File: config.mk
export PLATFORM = sky130hd
export DESIGN_NAME = mux_rr_n
export DESIGN_NICKNAME = d
export VERILOG_FILES = /design/src/rtl/mux_rr_n.sv
export SDC_FILE = /design/constraint.sdc
export NUM_CORES = 1
export LEC_CHECK = 0
export ABC_CLOCK_PERIOD_IN_PS = 6900
export BUFFER_PORTS_ARGS = -buffer_cell sky130_fd_sc_hd__buf_4
export CORE_MARGIN = 4
export CORE_UTILIZATION = 60
export CTS_CLUSTER_DIAMETER = 120
export DETAILED_ROUTE_END_ITERATION = 10
export HOLD_SLACK_MARGIN = 0.05
export PLACE_DENSITY = 0.85
export SKIP_CTS_REPAIR_TIMING = 1
export SLEW_MARGIN = 20
export SYNTH_ARGS = -nofsm -noshare
export SYNTH_HDL_FRONTEND = slang
export SYNTH_SLANG_ARGS = --single-unit
File: constraint.sdc
create_clock -name clk_f -period 6.9 [get_ports clk_f]
set_clock_uncertainty 0.1 [all_clocks]
set_input_delay 0.69 -clock clk_f [delete_from_list [all_inputs] [get_ports clk_f]]
set_output_delay 0.69 -clock clk_f [all_outputs]
set_load 0.03 [all_outputs]
File: src/rtl/mux_rr_n.sv
// N-channel buffered multiplexer. Each input channel feeds its own small FIFO;
// a single registered output port drains the FIFOs either round-robin
// (work-conserving, MODE=0) or in fixed TDM slots (MODE=1).
module mux_rr_n #(
  parameter int WIDTH = 8,
  parameter int N     = 4,
  parameter int DEPTH = 4,
  parameter int MODE  = 0
) (
  input  logic                   clk_f,
  input  logic                   reset,
  input  logic [N-1:0]           in_valid,
  input  logic [N*WIDTH-1:0]     in_data,
  output logic [N-1:0]           in_ready,
  output logic                   out_valid,
  output logic [WIDTH-1:0]       out_data,
  output logic [$clog2(N)-1:0]   out_ch,
  input  logic                   out_ready,
  output logic [N-1:0]           ovf
);

  localparam int CW = $clog2(N);
  localparam int AW = $clog2(DEPTH);
  localparam logic [AW:0] FULL = (AW+1)'(DEPTH);
  localparam logic [CW:0] NCH  = (CW+1)'(N);

  logic [AW:0]      count  [N];
  logic [AW-1:0]    wr_ptr [N];
  logic [AW-1:0]    rd_ptr [N];
  logic [WIDTH-1:0] mem    [N][DEPTH];

  logic [N-1:0]  nonempty;
  logic [N-1:0]  push;
  logic [N-1:0]  pop;
  logic [CW-1:0] ptr;
  logic [CW-1:0] sel;
  logic [CW-1:0] sel_next;
  logic [CW:0]   cand;
  logic          found;
  logic          advance;

  // Output register moves whenever it is empty or being consumed.
  assign advance = !out_valid || out_ready;

  // Per-channel status from registered counts only; pushes gated by room.
  always_comb begin
    for (int i = 0; i < N; i++) begin
      nonempty[i] = (count[i] != '0);
      in_ready[i] = (count[i] != FULL);
      push[i]     = in_valid[i] && in_ready[i];
    end
  end

  // Channel selection: round-robin scan from ptr, or the TDM slot at ptr.
  always_comb begin
    // NOTE: every output of this block gets a default first so no path leaves
    // a signal unassigned, which would otherwise infer a latch.
    found = 1'b0;
    sel   = ptr;
    cand  = '0;
    pop   = '0;
    if (MODE == 1) begin
      found = nonempty[ptr];
    end else begin
      for (int k = 0; k < N; k++) begin
        cand = {1'b0, ptr} + (CW+1)'(k);
        if (cand >= NCH) cand = cand - NCH;
        if (!found && nonempty[cand[CW-1:0]]) begin
          found = 1'b1;
          sel   = cand[CW-1:0];
        end
      end
    end
    if (advance && found) pop[sel] = 1'b1;
  end

  assign sel_next = (sel == CW'(N - 1)) ? '0 : sel + 1'b1;

  // FIFO bookkeeping: pointers wrap naturally, count tracks push minus pop.
  always_ff @(posedge clk_f or posedge reset) begin
    // NOTE: state registers use non-blocking assignments so every flop samples
    // the pre-edge values regardless of statement order.
    if (reset) begin
      for (int i = 0; i < N; i++) begin
        count[i]  <= '0;
        wr_ptr[i] <= '0;
        rd_ptr[i] <= '0;
      end
    end else begin
      for (int i = 0; i < N; i++) begin
        if (push[i]) wr_ptr[i] <= wr_ptr[i] + 1'b1;
        if (pop[i])  rd_ptr[i] <= rd_ptr[i] + 1'b1;
        if (push[i] && !pop[i])      count[i] <= count[i] + 1'b1;
        else if (!push[i] && pop[i]) count[i] <= count[i] - 1'b1;
      end
    end
  end

  // FIFO storage writes.
  always_ff @(posedge clk_f) begin
    // NOTE: storage is deliberately not reset; the zeroed counts make every
    // stale word unreachable, and leaving it out keeps the array a plain RAM.
    for (int i = 0; i < N; i++) begin
      if (push[i]) mem[i][wr_ptr[i]] <= in_data[i*WIDTH +: WIDTH];
    end
  end

  // Sticky overflow: a word offered to a full FIFO is dropped and flagged.
  always_ff @(posedge clk_f or posedge reset) begin
    if (reset) ovf <= '0;
    else       ovf <= ovf | (in_valid & ~in_ready);
  end

  // Output register and arbitration pointer.
  always_ff @(posedge clk_f or posedge reset) begin
    if (reset) begin
      out_valid <= 1'b0;
      out_data  <= '0;
      out_ch    <= '0;
      ptr       <= '0;
    end else if (advance) begin
      if (found) begin
        out_valid <= 1'b1;
        out_data  <= mem[sel][rd_ptr[sel]];
        out_ch    <= sel;
        ptr       <= sel_next;
      end else begin
        out_valid <= 1'b0;
        // A TDM slot is consumed even when it carries nothing.
        if (MODE == 1) ptr <= sel_next;
      end
    end
  end

endmodule

### After elaboration in Yosys (flattened, before gate mapping)

Memories as Yosys holds them, arrays and structs flattened.
Index checks and enable logic that the tools add are counted.

* add/subtract/negate cells: 24
* bitwise operators: 9
* $lt $le $gt $ge: 20
* equality and inequality tests: 5
* reduce and logical (&&, ||, !) cells: 43
* mux-type cells: 55

Operator list (count)
* 32-bit two-way mux: 4
* 8-bit demux with 2-bit select: 4
* 8-bit two-way mux: 6
* 3-bit >= comparator, second input constant: 9
* 3-bit two-way mux: 8
* 2-bit two-way mux: 11
* 1-bit logical AND: 21
* 2-bit by 1-bit adder with 2-bit output, second input constant: 9
* 2-bit NOT with 3-bit output: 6
* 8-bit binary-select mux with 2-bit select: 1
* 2-bit by 3-bit < comparator with 1-bit output, second input constant: 5
* 1-bit two-way mux: 14
* 3-bit by 1-bit adder with 3-bit output, second input constant: 4
* 1-bit logical NOT: 12
* 3-bit by 1-bit < comparator with 1-bit output, second input constant: 4
* 3-bit inequality test, second input constant: 4
* 3-bit nonzero test: 4
* 3-bit by 1-bit subtractor with 3-bit output, second input constant: 4
* 1-bit binary-select mux with 2-bit select: 4
* 2-bit nonzero test: 4
* 2-bit by 1-bit subtractor with 2-bit output, second input constant: 4
* 2-bit by 2-bit adder with 3-bit output, second input constant: 2
* 4-bit bitwise AND: 1
* 2-bit binary-select mux with 2-bit select: 1
* other kinds (10): 10

* bits in writable memories: 128
* memories kept: 1
* logic and storage cells: 174
* register bits after elaboration: 45
* bits of input ports: 39
* output and inout bits: 19

Memory list
* mem: words 4, width 32, rd ports 1, clocked after memory_dff 0, wr ports 4, RTL line 30 `logic [WIDTH-1:0] mem [N][DEPTH];`

### Longest topological paths before layout

* depth after elaboration: 22
* gate-level depth with buffers: 15
* gate-level depth less buffers: 12

### Worst setup path before layout

No wires, ideal clock.

* path kind: register to register
* from: reg count[2] (netlist name)
* to: reg count[10] (netlist name)
* required time: 6.675 ns
* path buffers: 3
* path slack: 3.734 ns
* library setup time: 0.125 ns
* cell stages (with the launch flop): 13
* data arrival time: 2.941 ns
* period minus slack after synthesis: 3.166 ns
* path through: dfrtp_1 or3_1 clkbuf_1 o22ai_1 a221oi_4 buf_2 buf_2 nor3_1 inv_1 ha_1 inv_1 fa_1 mux2_2

* word-level cells in the longest chain between the ends: 21
* elaborated cells between the ends (all ways): 35
* those cells by class: order compare: 2; mux: 20; reduce/logical: 13

RTL lines
* start: declaration: RTL line 27 `logic [AW:0] count [N];`
* start signal: indexed assignment: RTL line 93 `if (push[i] && !pop[i]) count[i] <= count[i] + 1'b1;`
* start signal: indexed assignment: RTL line 94 `else if (!push[i] && pop[i]) count[i] <= count[i] - 1'b1;`
* 3-bit nonzero test *: RTL line 48 `nonempty[i] = (count[i] != '0);`
* 1-bit binary-select mux with 2-bit select: RTL line 68 `if (!found && nonempty[cand[CW-1:0]]) begin`
* 1-bit two-way mux (implied by the code): RTL line 68
* 1-bit two-way mux: RTL line 68
* 1-bit logical NOT: RTL line 68
* 1-bit logical AND: RTL line 68
* 1-bit two-way mux: RTL line 68
* 1-bit logical NOT: RTL line 68
* [... 5 more ...]
* 2-bit by 3-bit < comparator with 1-bit output (implied by the code) / 2-bit by 1-bit >= comparator with 1-bit output (equally long branches): RTL line 74 `if (advance && found) pop[sel] = 1'b1;`
* 1-bit logical AND (implied by the code): RTL line 74
* 1-bit two-way mux (implied by the code): RTL line 74
* 1-bit demux with 2-bit select: RTL line 74
* 4-bit two-way mux *: RTL line 74
* 1-bit logical NOT: RTL line 93
* 1-bit logical AND: RTL line 93
* 3-bit two-way mux / 2-bit nonzero test (equally long branches)

Mark *: on every way between the ends. The rest lies on a longest branch, timed or not. The select of a mux whose other input is x is not followed.
A chain may end at the register's enable or synchronous reset.

### Worst setup path after layout

* from: reg ptr[1]
* to: reg out_data[2]

* word-level cells in the longest chain between the ends: 22
* elaborated cells between the ends (all ways): 47
* those cells by class: add/sub: 7; order compare: 4; mux: 26; bitwise: 2; reduce/logical: 7; memory: 1

RTL lines
* start: declaration: RTL line 35 `logic [CW-1:0] ptr;`
* start signal: assignment: RTL line 126 `ptr <= sel_next;`
* start signal: assignment: RTL line 130 `if (MODE == 1) ptr <= sel_next;`
* parallel branches: the longest is 22 deep, another holds 2-bit by 1-bit adder with 3-bit output
* end signal: assignment: RTL line 124 `out_data <= mem[sel][rd_ptr[sel]];`
* end: declaration: RTL line 16 `output logic [WIDTH-1:0] out_data,`

Parallel ways; which one is timed is not known. The select of a mux whose other input is x is not followed.

==> impl_table.tex <==
\begin{tabular}{lr}
\hline
Metric & Value \\
\hline
\multicolumn{2}{l}{\textbf{Run status}} \\
\quad Outcome & completed \\
\multicolumn{2}{l}{\textbf{Setup path}} \\
\quad Slowest stage cell, crit path & mux2i\_2 \\
\quad Data required, critical path & 7100 ps \\
\quad Delay of the slowest cell on the worst path & 890 ps \\
\quad Worst path buffer plus inverter count & 1 \\
\quad RR Startpoint & ptr[1] \\
\quad Reg2reg path depth & 9 \\
\quad Setup slack of the worst register-to-register path & 2820 ps \\
\quad Crit-path cells & or4\_1, o211ai\_2, o211a\_2, buf\_4, mux2i\_1, mux2i\_2, a221oi\_1, o21ai\_0, nand3\_1 \\
\quad Worst setup SP type & flip-flop \\
\quad Setup CP Type & flip-flop to flip-flop \\
\quad CP top delay family & multiplexers \\
\quad Data arrival time of the critical path & 4280 ps \\
\quad Reg-to-reg critical path endpoint & out\_data[2] \\
\quad Worst setup EP type & flip-flop \\
\quad Largest driver fanout on the critical path & 69 \\
\multicolumn{2}{l}{\textbf{Die}} \\
\quad Die span in x & 119 µm \\
\quad Initial Utilization & 61.7\% \\
\quad Core area & 12,100 µm² \\
\quad Site Rows & 40 \\
\quad Overall die area & 14,300 µm² \\
\quad Num ports & 58 \\
\quad Height of the chip & 119 µm \\
\multicolumn{2}{l}{\textbf{Logic synthesis}} \\
\quad Number of instances in the synthesized netlist & 556 \\
\quad Fraction of the yosys area taken by sequential cells & 66.7\% \\
\quad Net count of the mapped netlist & 619 \\
\quad Syn avg cell area & 13.4 µm² \\
\quad Ys Warns & 0 \\
\quad Fraction of the mapped netlist area in adder cells & 4.44\% \\
\quad Post-synthesis xor/xnor area fraction & 2.94\% \\
\quad Netlist area before placement & 7450 µm² \\
\quad Synth Area in Simple Gates & 8.74\% \\
\quad Largest family of logic cells by synthesized area & compound AO/OA/AOI/OAI gates \\
\quad Number of distinct standard cells referenced by the synthesized netlist & 44 \\
\quad Post-synth top area share & 51.6\% \\
\quad Most frequently used flop master after synthesis & edfxtp\_1 \\
\quad Asr flop ratio synth & 26.0\% \\
\quad Cells taking the most area after synthesis & edfxtp\_1 (52\%), dfrtp\_1 (15\%), nand2\_1 (4.4\%) \\
\quad Library cell occupying the most area in the post-synthesis netlist & edfxtp\_1 \\
\quad Flops \& latches, synth & 173 \\
\quad Mux contribution to synthesized area & 1.68\% \\
\quad Post-synth EDFFs & 128 \\
\quad Area fraction in compound gates after synthesis & 12.7\% \\
\multicolumn{2}{l}{\textbf{STA}} \\
\quad Worst slew margin & 27.2\% \\
\quad Final Hold Violating Endpoints & 0 \\
\quad Post-layout minimum cycle time & 4080 ps \\
\quad Setup repair after global routing missed its margin & no \\
\quad Fraction of the cycle the final worst path needs & 59.2\% \\
\quad Final-report max-slew violation count & 0 \\
\quad Fmax achieved & 245 MHz \\
\quad Total negative slack & 0 ps \\
\quad Count of endpoints failing setup in the final report & 0 \\
\quad Slew at the pin closest to its max-slew limit & 1070 ps \\
\multicolumn{2}{l}{\textbf{Clock network}} \\
\quad Clock net sink count & 173 \\
\quad Clock transition at path regs & 70 ps \\
\quad Latest clock arrival within the worst-skew pair & 430 ps \\
\quad Clock root buffer & clkbuf\_16 \\
\quad CTS H-tree depth & 4 \\
\quad CTS tree & yes \\
\quad TritonCTS Buffers & 17 \\
\quad Number of buffers between clock root and the deepest sink & 2 \\
\multicolumn{2}{l}{\textbf{Routing}} \\
\quad Number of iterations in the first detailed-routing pass & 5 \\
\quad Number of vias after detailed routing & 4,958 \\
\quad Drc violations & 0 \\
\quad Via-per-instance ratio & 6.28 \\
\quad Count of nets left with antenna violations after detail routing & 0 \\
\quad Post-Route WL & 18,600 µm \\
\quad Average wire per cell in the routed design & 23.5 µm \\
\quad Iteration-0 DRC count of the detailed router & 649 \\
\multicolumn{2}{l}{\textbf{Final layout}} \\
\quad Storage element area & 4970 µm² \\
\quad Antenna diode count & 0 \\
\quad Fill cell count & 776 \\
\quad Proportion of layout cells with a drive suffix above 1 & 19.5\% \\
\quad Final net count & 671 \\
\quad Area taken by multi-input logic gates & 2280 µm² \\
\quad Final core utilization & 71.5\% \\
\quad Synthesis-to-finish area growth & 15.9\% \\
\multicolumn{2}{l}{\textbf{GRT}} \\
\quad Largest net degree at the start of global routing & 73 \\
\quad Total global routing track utilization & 27.0\% \\
\quad Initial antenna violation count & 0 \\
\quad Vias in the first global route & 5,064 \\
\quad Total global routing overflow & 0 \\
\quad Global-route wire length before repair & 28,300 µm \\
\multicolumn{2}{l}{\textbf{Placed design}} \\
\quad Count of buffers from port buffering & 57 \\
\quad Final weighted congestion in routability-driven placement & 0.856 \\
\quad Half-perimeter wire length after placement & 12,200 µm \\
\multicolumn{2}{l}{\textbf{Min path}} \\
\quad Hold Path Class & primary input to asynchronous set/reset pin \\
\multicolumn{2}{l}{\textbf{Job}} \\
\quad MaxCap Viol Count & 0 \\
\hline
\end{tabular}
[Yosys cell counts, types with 5 or more instances]
library cell / number
ha_1: 20
buf_2: 9
xor2_1: 8
o211ai_1: 8
clkbuf_1: 16
edfxtp_1: 128
o21ai_0: 13
nand2_1: 88
and3_1: 16
nand3_1: 11
mux2_2: 5
a221oi_1: 22
inv_1: 15
xnor2_1: 17
a21oi_1: 64
nor2_1: 9
a221oi_2: 10
dfrtp_1: 45
[metrics by stage]
step,instance area (µm²),instances,setup WS [ps],hold slack (ps)
floorplan,7450,556,3730,344
global placement,7980,757,3280,355
detailed placement,7980,757,3080,360
CTS,8630,789,2940,346
global route,8630,789,2610,343
finish,8630,789,2820,312
[sequential cells by signal, indices dropped and copies added, names as in the netlist]
signal	count
mem	128
count	12
out_data	8
rd_ptr	8
wr_ptr	8
ovf	4
out_ch	2
ptr	2
out_valid	1
[cell type report]
class | count | share of cell area [%]
repair buffers | 62 | 5.39
flip-flops and latches | 173 | 57.6
clock inverters | 15 | 2.52
inverters | 15 | 0.667
clock buffers | 17 | 4.93
well taps | 168 | 2.44
multi-input cells | 339 | 26.5
[how the worst max path moves through the flow]
stage | cells past startpoint | end | slack [ps] | start
3_3_place_gp | 9 | out_data[0] | 3280 | ptr[1]
5_1_grt | 9 | out_data[2] | 2610 | ptr[1]
2_1_floorplan | 12 | count[10] | 3730 | count[2]
3_5_place_dp | 9 | out_data[2] | 3080 | count[2]
4_1_cts | 9 | out_data[3] | 2940 | ptr[1]
6_report | 9 | out_data[2] | 2820 | ptr[1]
[kinds of logic after synthesis]
| group | after synthesis |
|---|---|
| buf+inv | 44 |
| mux | 11 |
| fa+ha+maj | 24 |
| flops | 173 |
| compound gates | 134 |
| xor+xnor | 25 |
| simple gates | 145 |
[routing by layer]
layer  track usage (%)  vias to the layer above  part of all wire [%]
met5                 0                        -                     0
met3              5.56                       83                   8.7
met2              42.8                      309                    49
met4              17.3                        0                   6.4
li1                  -                     2171                     -
met1              34.1                     2395                    36
[placed cells by master, fill, tap and decap left out, types with 4 or more instances in the layout]
cell type / Yosys / layout
bufinv_16: 0 / 5
mux2i_1: 4 / 4
nand3_1: 11 / 11
and2_0: 4 / 4
nor2_1: 9 / 9
edfxtp_1: 128 / 128
dfrtp_1: 45 / 45
fa_1: 4 / 4
xor2_1: 8 / 8
nor3_1: 4 / 4
mux2_2: 5 / 5
ha_1: 20 / 20
o211ai_1: 8 / 8
a31o_2: 4 / 4
a221oi_1: 22 / 22
and3_1: 16 / 16
a21oi_1: 64 / 64
o21ai_0: 13 / 13
buf_4: 1 / 62
nand2_1: 88 / 88
clkbuf_16: 0 / 17
xnor2_1: 17 / 17
a221oi_2: 10 / 10
clkinv_2: 0 / 4
inv_1: 15 / 14
Power is not shown: default switching activity piles up to over one toggle a cycle in this logic, so the estimate is an artifact.
